===== config.mk =====
export PLATFORM = sky130hd
export DESIGN_NAME = timed_event_gen
export DESIGN_NICKNAME = d
export VERILOG_FILES = /design/src/rtl/timed_event_gen.sv
export SDC_FILE = /design/constraint.sdc
export NUM_CORES = 1
export LEC_CHECK = 0
export CAP_MARGIN = 15
export CORE_MARGIN = 5
export CORE_UTILIZATION = 48
export CTS_CLUSTER_SIZE = 40
export DETAILED_ROUTE_END_ITERATION = 16
export GPL_TIMING_DRIVEN = 0
export MAX_ROUTING_LAYER = met4
export PLACE_DENSITY = 0.73
export SYNTH_ARGS = -nofsm -noshare
export SYNTH_HDL_FRONTEND = slang
export SYNTH_SLANG_ARGS = --single-unit

===== constraint.sdc =====
create_clock -name clk -period 2.1 [get_ports clk]
set_clock_uncertainty 0.2 [all_clocks]
set_input_delay 0.63 -clock clk [delete_from_list [all_inputs] [get_ports clk]]
set_output_delay 0.63 -clock clk [all_outputs]
set_load 0.01 [all_outputs]

===== src/rtl/timed_event_gen.sv =====
// Cycle-counted scheduler: a start command loads per-channel delays and target
// values, and each output takes its value when its counter expires.
module timed_event_gen #(
   parameter int   CNT_W  = 16,
   parameter logic INIT_X = 1'b1,
   parameter logic INIT_Y = 1'b0
) (
   input  logic             clk,
   input  logic             rst_n,
   input  logic             start,
   input  logic [CNT_W-1:0] delay_x,
   input  logic [CNT_W-1:0] delay_y,
   input  logic             val_x,
   input  logic             val_y,
   input  logic             abort,
   input  logic             clr_err,
   output logic             x_out,
   output logic             y_out,
   output logic             busy,
   output logic             done,
   output logic             overrun
);

   typedef enum logic {IDLE, RUN} state_t;

   localparam logic [1:0] INIT_VEC = {INIT_Y, INIT_X};

   state_t           state_reg;
   logic             busy_reg;
   logic             done_reg;
   logic             overrun_reg;
   logic             accept;
   logic             abort_run;
   logic             any_delay;
   logic [1:0]       last_vec;
   logic [1:0]       out_vec;
   logic [1:0]       val_vec;
   logic [CNT_W-1:0] delay_arr [2];

   assign accept    = start && (state_reg == IDLE);
   assign abort_run = abort && (state_reg == RUN);
   assign any_delay = (delay_x != '0) || (delay_y != '0);

   assign delay_arr[0] = delay_x;
   assign delay_arr[1] = delay_y;
   assign val_vec      = {val_y, val_x};

   // Channel 0 drives x_out, channel 1 drives y_out.
   genvar gi;
   generate
      for (gi = 0; gi < 2; gi++) begin : g_chan
         logic [CNT_W-1:0] cnt_reg;
         logic             val_reg;
         logic             out_reg;

         always_ff @(posedge clk or negedge rst_n) begin
            if (!rst_n) begin
               cnt_reg <= '0;
               val_reg <= INIT_VEC[gi];
               out_reg <= INIT_VEC[gi];
            end else if (accept) begin
               cnt_reg <= delay_arr[gi];
               val_reg <= val_vec[gi];
               if (delay_arr[gi] == '0)
                  out_reg <= val_vec[gi];
            end else if (abort_run) begin
               // Abort wins over a firing on the same edge.
               cnt_reg <= '0;
            end else if ((state_reg == RUN) && (cnt_reg != '0)) begin
               cnt_reg <= cnt_reg - CNT_W'(1);
               if (cnt_reg == CNT_W'(1))
                  out_reg <= val_reg;
            end
         end

         // Channel fires (or already has) by the end of this RUN cycle.
         assign last_vec[gi] = (cnt_reg <= CNT_W'(1));
         assign out_vec[gi]  = out_reg;
      end
   endgenerate

   always_ff @(posedge clk or negedge rst_n) begin
      if (!rst_n) begin
         state_reg   <= IDLE;
         busy_reg    <= 1'b0;
         done_reg    <= 1'b0;
         overrun_reg <= 1'b0;
      end else begin
         done_reg <= 1'b0;
         case (state_reg)
            IDLE: begin
               if (start) begin
                  if (any_delay) begin
                     state_reg <= RUN;
                     busy_reg  <= 1'b1;
                  end else begin
                     done_reg <= 1'b1;
                  end
               end
            end
            RUN: begin
               if (abort) begin
                  state_reg <= IDLE;
                  busy_reg  <= 1'b0;
               end else if (&last_vec) begin
                  state_reg <= IDLE;
                  busy_reg  <= 1'b0;
                  done_reg  <= 1'b1;
               end
            end
            default: begin
               state_reg <= IDLE;
               busy_reg  <= 1'b0;
            end
         endcase

         // A new overrun beats a simultaneous clear.
         if (start && busy_reg)
            overrun_reg <= 1'b1;
         else if (clr_err)
            overrun_reg <= 1'b0;
      end
   end

   assign x_out   = out_vec[0];
   assign y_out   = out_vec[1];
   assign busy    = busy_reg;
   assign done    = done_reg;
   assign overrun = overrun_reg;

endmodule


==> Yosys cells after proc, flatten, opt, wreduce, memory -nomap -nowiden <==
Index checks and enable logic that the tools add are counted.
{ "word_totals": {"out_inout_bits": 5, "regBits": 40, "wordCells": 79, "in_bits": 39} }
{ "op_classes": {"reduce_logical": 23, "add_sub_neg": 2, "n_lt_le_gt_ge": 2, "bitwise": 1, "mux": 33, "eq_ne": 8} }
{ "ops": {"columns": ["operator", "n"], "rows": [
  ["16-bit two-way mux", 6],
  ["16-bit nonzero test", 4],
  ["16-bit by 1-bit equality test with 1-bit output, second input constant", 2],
  ["16-bit by 1-bit <= comparator with 1-bit output, second input constant", 2],
  ["16-bit logical NOT", 2],
  ["16-bit by 1-bit subtractor with 16-bit output, second input constant", 2],
  ["1-bit two-way mux", 24],
  ["2-bit nonzero test", 5],
  ["4-bit AND reduction", 2],
  ["2-bit inequality test, second input constant", 3],
  ["1-bit one-hot mux with 2 select lines", 3],
  ["3-bit nonzero test", 2],
  ["1-bit logical AND", 5],
  ["2-bit by 1-bit inequality test with 1-bit output, second input constant", 2],
  ["3-bit by 2-bit inequality test with 1-bit output, second input constant", 1],
  ["3-bit AND reduction", 1],
  ["2-bit AND reduction", 1],
  ["1-bit logical OR", 1],
  ["1-bit NOT", 1]
]} }

==> Longest topological paths before layout <==
Gate-level depths: netlist (run 1).
{ "logic_depth": {"depth_word": 5, "ltp_mapped": 8, "ltp_nobuf": 7} }

==> Worst setup path after synthesis (run 1) <==
OpenSTA, ideal clock, no wires.
{ "synth_path": {"path_kind": "register to register", "from": "register g_chan[0].cnt_reg[0]", "to": "register g_chan[0].cnt_reg[14]", "arrival_ns": 1.892, "setup_slack_ns": -0.068, "n_path_buf": 0, "path_stages_with_launch": 8, "cell_sequence": "dfrtp_1 -> inv_1 -> ha_1 -> or4b_1 -> nor4_4 -> nand2_1 -> o2bb2a_4 -> o21ai_1"} }
{ "synth_between": {"elab_chain_len": 4} }
{ "synth_rtl": {"columns": ["element", "line", "source"], "rows": [
  ["start, declared", "52", "logic [CNT_W-1:0] cnt_reg;"],
  ["start signal, assigned", "62", "cnt_reg <= delay_arr[gi];"],
  ["start signal, assigned", "70", "cnt_reg <= cnt_reg - CNT_W'(1);"],
  ["16-bit by 1-bit subtractor with 16-bit output", "70", null],
  ["16-bit two-way mux", "69", "end else if ((state_reg == RUN) && (cnt_reg != '0)) begin"],
  ["16-bit two-way mux", "66", "end else if (abort_run) begin"],
  ["16-bit two-way mux", "61", "end else if (accept) begin"]
]} }
Several ways; a longest one is shown, not always the timed one. The select of a mux whose other input is x is not followed.
A chain may end at the register's enable or synchronous reset.

==> Final worst setup path (run 1) <==
{ "layout_path": {"from": "register g_chan[1].cnt_reg[10]", "to": "register g_chan[1].out_reg (netlist: y_out)"} }
{ "layout_between": {"elab_chain_len": 4} }
{ "layout_rtl": {"columns": ["element", "line", "source"], "rows": [
  ["start, declared", "52", null],
  ["start signal, assigned", "62", null],
  ["start signal, assigned", "70", null],
  ["16-bit nonzero test", "69", null],
  ["1-bit logical AND", "69", null],
  ["2-bit nonzero test (no line)", null, null],
  ["4-bit AND reduction (no line) (*)", null, null],
  ["end signal, assigned", "60", "out_reg <= INIT_VEC[gi];"],
  ["end signal, assigned", "65", "out_reg <= val_vec[gi];"],
  ["end signal, assigned", "72", "out_reg <= val_reg;"],
  ["end, declared", "54", "logic out_reg;"]
]} }
Mark *: on every way between the ends. The rest lies on a longest branch, timed or not.

==> impl_metrics.tcl, run 1 <==
set metrics [dict create \
    cp-start-kind "flop" \
    n_antenna_cell 0 \
    tightest_slew_ns 0.503 \
    viasPerCell 6.70 \
    syn_area_um2 2540 \
    power.leakage_nw 1.60 \
    rows 26 \
    maxCapViolCount 0 \
    synth_nets 337 \
    status "finished with violations" \
    r2r-end "y_out$_DFFE_PN0P_" \
    vdd_drop_max_mv 0.585 \
    violations "setup timing" \
    die_w_um 82.8 \
    wl_met3_um 851 \
    cts_buffers 5 \
    r2r_cells 5 \
    drt_iter0_markers 222 \
    finalCritPeriodShare 1.06 \
    endpoint_kind "flop" \
    synth_edf_count 0 \
    largest_reg_flops 32 \
    synth_cell_types 48 \
    drive_gt1_frac 0.342 \
    clk_pin_slew_ns 0.08 \
    place_ws_ns -0.857 \
    remaining_drc_errors 0 \
    dp_cells 406 \
    post-route-min-period_ns 2.22 \
    fin_cells 444 \
    wl_um 9340 \
    coreArea_um2 5140 \
    finalWorstSetupSlack_ns -0.120 \
    grt_pass1_wl_um 13300 \
    setup_viol 19 \
    grt_max_degree 23 \
    rsz0062_at_grt "true" \
    fin_hold_ws_ns 0.0907 \
    grt_overflow 0 \
    cts_buffer_depth 2 \
    clkSinkCount 40 \
    critPathArrivalTime_ns 2.20 \
    antenna_found_initial 0 \
    htree_levels 2 \
    ys.flop_type "dfrtp_1" \
    cp.required_ns 2.08 \
    powerDensity_nw_per_um2 1020 \
    hp-class "input pin to async pin" \
    grt_pass1_vias 2771 \
    reg2reg_slack_ns -0.12 \
    critPathKind "flop to flop" \
    finalHoldViolCount 0 \
    wl_met2_um 4580 \
    die_y_um 82.8 \
    num_vias 2974 \
    tritoncts "yes" \
    regToRegStartpoint "g_chan[1].cnt_reg[10]$_DFFE_PN0P_" \
    gp_congestion 0.921 \
    wl_per_cell_um 21.0 \
    io_buffer_count 43 \
    area_growth_pct 52.2 \
    io_pins 44 \
    ys_seq_area_frac 0.394 \
    first_pass_iters 5 \
    die_area_um2 6860 \
    cts-root-buf "clkbuf_8" \
    synth_warnings 0 \
    final_nets 418 \
    grt_use_total 0.265 \
    wl_met1_um 3420 \
    cp_max_fo 3 \
    synthCells 292 \
    clk_latency_ns 0.29 \
    slew_violations 0 \
    dp_hpwl_um 5740 \
    slew_headroom 0.665 \
    ys_ff_latch 40 \
    async_flop_share 1.00 \
    avgSynthCellArea_um2 8.71 \
    routed.top_layer "met4" \
    start_util 0.495 \
    fmax_mhz 450 \
    fillers 364 \
    ant_nets 0 \
]
## how the worst max path moves through the flow
stage	cells past startpoint	startpoint	endpoint	slack (ns)
detailed placement	8	start	g_chan[1].cnt_reg[4]$_DFFE_PN0P_	-0.86
finish	5	g_chan[1].cnt_reg[10]$_DFFE_PN0P_	y_out$_DFFE_PN0P_	-0.12
global route	5	g_chan[1].cnt_reg[10]$_DFFE_PN0P_	y_out$_DFFE_PN0P_	-0.21
floorplan	7	g_chan[0].cnt_reg[0]$_DFFE_PN0P_	g_chan[0].cnt_reg[14]$_DFFE_PN0P_	-0.06
global placement	1	rst_n	g_chan[1].cnt_reg[11]$_DFFE_PN0P_	-0.88
CTS	5	g_chan[1].cnt_reg[10]$_DFFE_PN0P_	g_chan[1].cnt_reg[15]$_DFFE_PN0P_	-0.01
## cells by family (layout without fill, tap and decap cells)
family | count (synthesis) | in the layout | synth area share
AO/OA/AOI/OAI | 121 | 121 | 0.299
flip-flops | 40 | 40 | 0.394
multiplexers | 3 | 3 | 0.0128
AND/OR/NAND/NOR | 99 | 99 | 0.214
buffers and inverters | 23 | 105 | 0.0502
adder cells (fa/ha/maj) | 6 | 6 | 0.0295
## worst max-delay path: stages (launching register included)
cell     delay (ns)
dfrtp_1        0.45
nor4_4         0.34
nand4_1        0.26
buf_4          0.21
o32ai_2        0.31
mux2_4         0.33
## synth_stat cells, types with 2 or more instances
cell type	n	share of area
nor2b_1	3	0.0074
a22oi_1	16	0.047
nand2b_1	4	0.0098
o21ai_1	4	0.0079
o21a_1	3	0.0089
nor2_1	27	0.040
nor4_4	2	0.017
or2_2	2	0.0049
a32oi_1	4	0.014
nand2_1	23	0.034
a21oi_1	16	0.031
mux2_2	2	0.0089
a22o_1	4	0.014
buf_6	4	0.018
a211oi_1	2	0.0059
nor3_1	9	0.018
a31oi_1	8	0.020
dfrtp_1	38	0.37
nand4_1	3	0.0074
ha_1	6	0.030
clkbuf_2	2	0.0039
clkbuf_1	5	0.0074
or4_4	3	0.013
o31a_1	2	0.0069
inv_1	9	0.013
o21ai_0	54	0.11
nor4_1	15	0.037
dfstp_2	2	0.021
## layer usage
metal	vias up	GRT usage
met5	-	-
met4	0	0.116
met3	59	0.0443
met2	216	0.454
met1	1421	0.304
li1	1278	-
## through the flow
stage | cell area [um2] | TNS [ns] | utilization | total power [mW]
after floorplan | 2560 | -0.153 | - | 2.20
after global placement | 3080 | -57.94 | 0.599 | 2.60
after detailed placement | 3100 | -23.60 | 0.603 | 2.64
after CTS | 3450 | -0.0190 | 0.671 | 3.45
after global routing | 3870 | -2.89 | 0.753 | 4.16
final | 3870 | -0.698 | 0.753 | 3.95
## report_power, final
group          internal [mW]  total (mW)  leakage, nW  switching, mW
logic                  0.924        1.98         1.05           1.05
registers               1.02        1.43        0.498          0.411
clock network          0.268       0.540       0.0455          0.272
total                   2.21        3.95         1.60           1.74
## placed cells by master, fill, tap and decap left out, types with 11 or more instances in the layout
cell	instances
dfrtp_1	35
o21ai_0	26
nor2_1	25
buf_4	23
clkdlybuf4s50_1	19
o21ai_1	18
nand2_1	17
a21oi_1	15
a22oi_1	15
o21ai_2	14
dlygate4sd2_1	11
dlymetal6s2s_1	11
## timing repair
item,CTS,global route
resized for setup,49,100
setup buffers,15,11
hold buffers,0,0
pin swaps,13,24
endpoints found under the setup margin,38,36
gates cloned,1,3
endpoints found under the hold margin,0,0
## layout make-up
type / count / area (um2) / area share
buffer: 14 / 138 / 0.0356
multi-input combinational: 229 / 1770 / 0.457
timing repair buffer: 74 / 746 / 0.193
clock buffer: 8 / 90.1 / 0.0233
sequential: 40 / 1010 / 0.260
tap: 70 / 87.6 / 0.0226
inverter: 9 / 33.8 / 0.00873
No activity file was read; power rests on OpenSTA's default activity.
==> run 2, diff against run 1 <==
--- a/config.mk
+++ b/config.mk
@@ -16,3 +16,4 @@
 export SYNTH_ARGS = -nofsm -noshare
 export SYNTH_HDL_FRONTEND = slang
 export SYNTH_SLANG_ARGS = --single-unit
+export TNS_END_PERCENT = 30
==> run 2 against run 1 <==
Net effect: the flow still finishes with violations (setup timing); power shrank 9.6%; fmax up 1.1%; combinational power is 16% lower; register-to-register slack better by 0.02 ns; clock-buffer cell count unchanged; sequential cell count unchanged; non-clock buffer count decreased by 14; worst hold slack worse by 0.032 ns; wire length is 9.9% lower; sequential power about the same.
==> impl_metrics.tcl, run 2 (synthesis results as in run 1) <==
set metrics [dict create \
    fin_hold_ws_ns 0.0583 \
    largest_reg_flops 32 \
    dp_hpwl_um 5700 \
    die_y_um 82.8 \
    fmax_mhz 455 \
    setup_viol 7 \
    final_common_cell "o21ai_0" \
    die_area_um2 6860 \
    final_nets 404 \
    area_growth_pct 40.5 \
    clk_latency_ns 0.30 \
    critPathKind "flop to flop" \
    final_util 0.695 \
    slew_headroom 0.686 \
    power.leakage_nw 1.45 \
    place_ws_ns -0.893 \
    vdd_drop_max_mv 0.611 \
    ant_nets 0 \
    n_antenna_cell 0 \
    rows 26 \
    viasPerCell 6.35 \
    die_w_um 82.8 \
    finalWorstSetupSlack_ns -0.0971 \
    gp_congestion 0.903 \
    grt_pass1_vias 2674 \
    drive_gt1_frac 0.261 \
    cts_buffer_depth 2 \
    io_pins 44 \
    regToRegStartpoint "g_chan[0].cnt_reg[11]$_DFFE_PN0P_" \
    maxCapViolCount 0 \
    htree_levels 2 \
    reg2reg_slack_ns -0.1 \
    drt_iter0_markers 235 \
    grt_pass1_wl_um 13200 \
    grt_max_degree 25 \
    wl_um 8420 \
    cts_buffers 5 \
    status "finished with violations" \
    cts-root-buf "clkbuf_8" \
    tightest_slew_ns 0.469 \
    cp_max_fo 4 \
    grt_use_total 0.263 \
    critPathArrivalTime_ns 2.22 \
    num_vias 2730 \
    finalHoldViolCount 0 \
    wl_per_cell_um 19.6 \
    hp-class "input pin to async pin" \
    start_util 0.495 \
    rsz0062_at_grt "true" \
    r2r_cells 5 \
    first_pass_iters 4 \
    finalCritPeriodShare 1.05 \
    antenna_found_initial 0 \
    cp-start-kind "flop" \
    powerDensity_nw_per_um2 998 \
    cp.required_ns 2.13 \
    post-route-min-period_ns 2.20 \
    violations "setup timing" \
    io_buffer_count 43 \
    remaining_drc_errors 0 \
    endpoint_kind "flop" \
    r2r-end "g_chan[0].cnt_reg[15]$_DFFE_PN0P_" \
    grt_overflow 0 \
    coreArea_um2 5140 \
    clkSinkCount 40 \
    slew_violations 0 \
    tritoncts "yes" \
    final_cell_mix "o21ai_0, dfrtp_1, nor2_1, clkdlybuf4s50_1, nand2_1" \
    cts-hold-fix-buffers 0 \
    clk_pin_slew_ns 0.08 \
]
[run 2: cell type report]
cell class | count | area [um2]
Clock buffer | 8 | 80.1
Buffer | 14 | 124
Sequential cell | 40 | 1010
Inverter | 9 | 33.8
Multi-Input combinational cell | 229 | 1660
Tap cell | 70 | 87.6
Timing Repair Buffer | 60 | 587
Fill cell | 431 | 1570
[run 2: metrics by stage]
stage          TNS (ns)  std cells  cell area (um2)  power, mW
6_report         -0.350        430             3570       3.57
5_1_grt           -1.59        430             3570       3.80
4_1_cts          -0.191        426             3370       3.32
3_5_place_dp     -24.67        406             3090       2.64
3_3_place_gp     -56.47        405             3080       2.60
2_1_floorplan    -0.153        292             2560       2.20
[run 2: power by group]
| group | total [mW] | switching, mW | internal (mW) |
|---|---|---|---|
| logic | 1.66 | 0.903 | 0.761 |
| clock network | 0.505 | 0.269 | 0.236 |
| registers | 1.40 | 0.381 | 1.02 |
| total | 3.57 | 1.55 | 2.01 |
[run 2: worst max path at each step]
| stage | slack (ns) | to | startpoint |
|---|---|---|---|
| 2_1_floorplan | -0.06 | g_chan[0].cnt_reg[14]$_DFFE_PN0P_ | g_chan[0].cnt_reg[0]$_DFFE_PN0P_ |
| 4_1_cts | -0.08 | busy$_DFFE_PN0P_ | g_chan[0].cnt_reg[6]$_DFFE_PN0P_ |
| 3_5_place_dp | -0.89 | g_chan[1].cnt_reg[5]$_DFFE_PN0P_ | start |
| 3_3_place_gp | -0.88 | g_chan[1].cnt_reg[4]$_DFFE_PN0P_ | start |
| 5_1_grt | -0.16 | g_chan[0].cnt_reg[15]$_DFFE_PN0P_ | g_chan[0].cnt_reg[11]$_DFFE_PN0P_ |
| 6_report | -0.1 | g_chan[0].cnt_reg[15]$_DFFE_PN0P_ | g_chan[0].cnt_reg[11]$_DFFE_PN0P_ |
[run 2: timing repair]
action | 4_1_cts | 5_1_grt
resized for setup | 37 | 56
gates cloned | 1 | 0
buffers inserted | 11 | 4
setup endpoints to repair | 38 | 37
pin swaps | 10 | 12
[run 2: worst max-delay path, stage by stage, from the launching register on]
cell and delay, ns:
dfrtp_1 0.42, or4_4 0.56, or4_4 0.47, nor4_2 0.27, a21oi_1 0.08, o21ai_1 0.13
[run 2: per-layer routing]
metal	GRT usage	routed length, um	part of all wire	up-vias
met5	-	0	0	-
met4	0.105	133	0.016	0
met3	0.0400	524	0.062	18
met2	0.447	4300	0.51	132
met1	0.313	3460	0.41	1340
li1	-	-	-	1240
==> run 3, diff against run 2 <==
--- a/config.mk
+++ b/config.mk
@@ -13,6 +13,7 @@
 export GPL_TIMING_DRIVEN = 0
 export MAX_ROUTING_LAYER = met4
 export PLACE_DENSITY = 0.73
+export SKIP_LAST_GASP = 1
 export SYNTH_ARGS = -nofsm -noshare
 export SYNTH_HDL_FRONTEND = slang
 export SYNTH_SLANG_ARGS = --single-unit
==> run 3 against run 2 <==
Net effect: the flow still finishes with violations (setup timing); global-route usage down 0.14 points; die area did not move; combinational power about the same; cell count increased by 1.4%; setup slack got worse by 0.015 ns.
==> impl_metrics.tcl, run 3 (synthesis results as in run 1) <==
set metrics [dict create \
    cp_num_buf_inv 0 \
    critPathTopFamily "simple AND/OR/NAND/NOR gates" \
    drt_iter0_markers 306 \
    clkSinkCount 40 \
    grt_pass1_vias 2698 \
    grt_overflow 0 \
    clk_latency_ns 0.29 \
    die_area_um2 6860 \
    post-route-min-period_ns 2.21 \
    clk_pin_slew_ns 0.07 \
    reg2reg_slack_ns -0.11 \
    die_y_um 82.8 \
    critPathKind "flop to flop" \
    setup-tns-final_ns -0.308 \
    start_util 0.495 \
    finalCritPeriodShare 1.05 \
    antenna_found_initial 0 \
    final_nets 410 \
    r2r_cells 5 \
    wl_per_cell_um 19.3 \
    finalWorstSetupSlack_ns -0.113 \
    rows 26 \
    cts-root-buf "clkbuf_8" \
    hp-class "input pin to async pin" \
    slowest_delay_ns 0.56 \
    cp_common_cell "or4_4" \
    dp_hpwl_um 5700 \
    htree_levels 2 \
    wl_um 8400 \
    final_cell_mix "o21ai_0, dfrtp_1, nor2_1, clkdlybuf4s50_1" \
    tritoncts "yes" \
    maxCapViolCount 0 \
    largest_reg_flops 32 \
    status "finished with violations" \
    report.power.total_mw 3.54 \
    num_vias 2755 \
    cp_max_fo 4 \
    cp-start-kind "flop" \
    remaining_drc_errors 0 \
    fmax_mhz 452 \
    grt_max_degree 25 \
    grt_pass1_wl_um 13100 \
    ant_nets 0 \
    n_antenna_cell 0 \
    area_growth_pct 40.8 \
    rsz0062_at_grt "true" \
    first_pass_iters 5 \
    die_w_um 82.8 \
    tightest_slew_ns 0.526 \
    slowest_stage "or4_4" \
    vdd_drop_max_mv 0.610 \
    final_common_cell "o21ai_0" \
    violations "setup timing" \
    slew_headroom 0.646 \
    finalHoldViolCount 0 \
    crit_cells 5 \
    drive_gt1_frac 0.243 \
    slew_violations 0 \
    cp.required_ns 2.12 \
    powerDensity_nw_per_um2 989 \
    io_pins 44 \
    cts_buffers 5 \
    path_cells "or4_4 -> or4_4 -> nor4_2 -> a21oi_1 -> o21ai_1" \
    coreArea_um2 5140 \
    cts_buffer_depth 2 \
    endpoint_kind "flop" \
    setup_viol 12 \
    grt_use_total 0.262 \
    viasPerCell 6.32 \
    critPathArrivalTime_ns 2.23 \
    power.leakage_nw 1.50 \
    gp_congestion 0.903 \
    io_buffer_count 43 \
]
## run 3: cell count changes in the layout (fill, tap and decap cells not counted), moves of 2 or more
cell / delta
o21ai_1: -8
nand2_1: +3
o21ai_0: +9
nor4_2: -2
buf_4: +6
nand2_2: -3
nor4_1: +3
dlymetal6s2s_1: +3
dlygate4sd2_1: -3
## run 3: cell type report
type / instances / area (um2)
Multi-Input combinational cell: 229 / 1590
Fill cell: 427 / 1560
Buffer: 14 / 124
Timing Repair Buffer: 66 / 657
Tap cell: 70 / 87.6
Clock buffer: 8 / 80.1
Inverter: 9 / 33.8
Sequential cell: 40 / 1010
## run 3: final timing paths
kind	from	end
setup / recovery	g_chan[0].cnt_reg[11]$_DFFE_PN0P_	g_chan[0].cnt_reg[15]$_DFFE_PN0P_
hold / removal	rst_n	g_chan[0].cnt_reg[11]$_DFFE_PN0P_
setup reg to reg	g_chan[0].cnt_reg[11]$_DFFE_PN0P_	g_chan[0].cnt_reg[15]$_DFFE_PN0P_
hold reg to reg	g_chan[0].val_reg$_DFFE_PN1P_	g_chan[0].val_reg$_DFFE_PN1P_
max in group asynchronous	rst_n	x_out$_DFFE_PN1P_
min in group clk	g_chan[0].val_reg$_DFFE_PN1P_	g_chan[0].val_reg$_DFFE_PN1P_
## run 3: routing by layer
layer	routed length (um)	GRT usage	share of wire	vias to the layer above
li1	-	-	-	1254
met1	3330	0.314	0.40	1338
met2	4190	0.442	0.50	133
met3	628	0.0389	0.075	30
met4	255	0.106	0.030	0
met5	0	-	0	-
## run 3: what timing repair did
item	in CTS	in global routing
pin swaps	8	12
cloned	1	1
endpoints found under the setup margin	38	37
hold buffers	0	0
gates resized for setup	30	38
setup buffers	11	9
hold endpoints to repair	0	0
## run 3: power breakdown
group | total, mW | switching [mW] | internal (mW)
sequential | 1.38 | 0.359 | 1.02
clock | 0.505 | 0.268 | 0.236
combinational | 1.66 | 0.884 | 0.776
## run 3: metrics by stage
step | hold WS [ns] | cells | setup WS [ns] | instance area (um2) | utilization
after floorplan | 0.134 | 292 | -0.0550 | 2560 | -
after global placement | 0.251 | 405 | -0.883 | 3080 | 0.599
after detailed placement | 0.256 | 406 | -0.893 | 3090 | 0.602
after CTS | 0.0700 | 426 | -0.0834 | 3360 | 0.653
after global routing | 0.0871 | 436 | -0.172 | 3580 | 0.697
final | 0.0610 | 436 | -0.113 | 3580 | 0.697
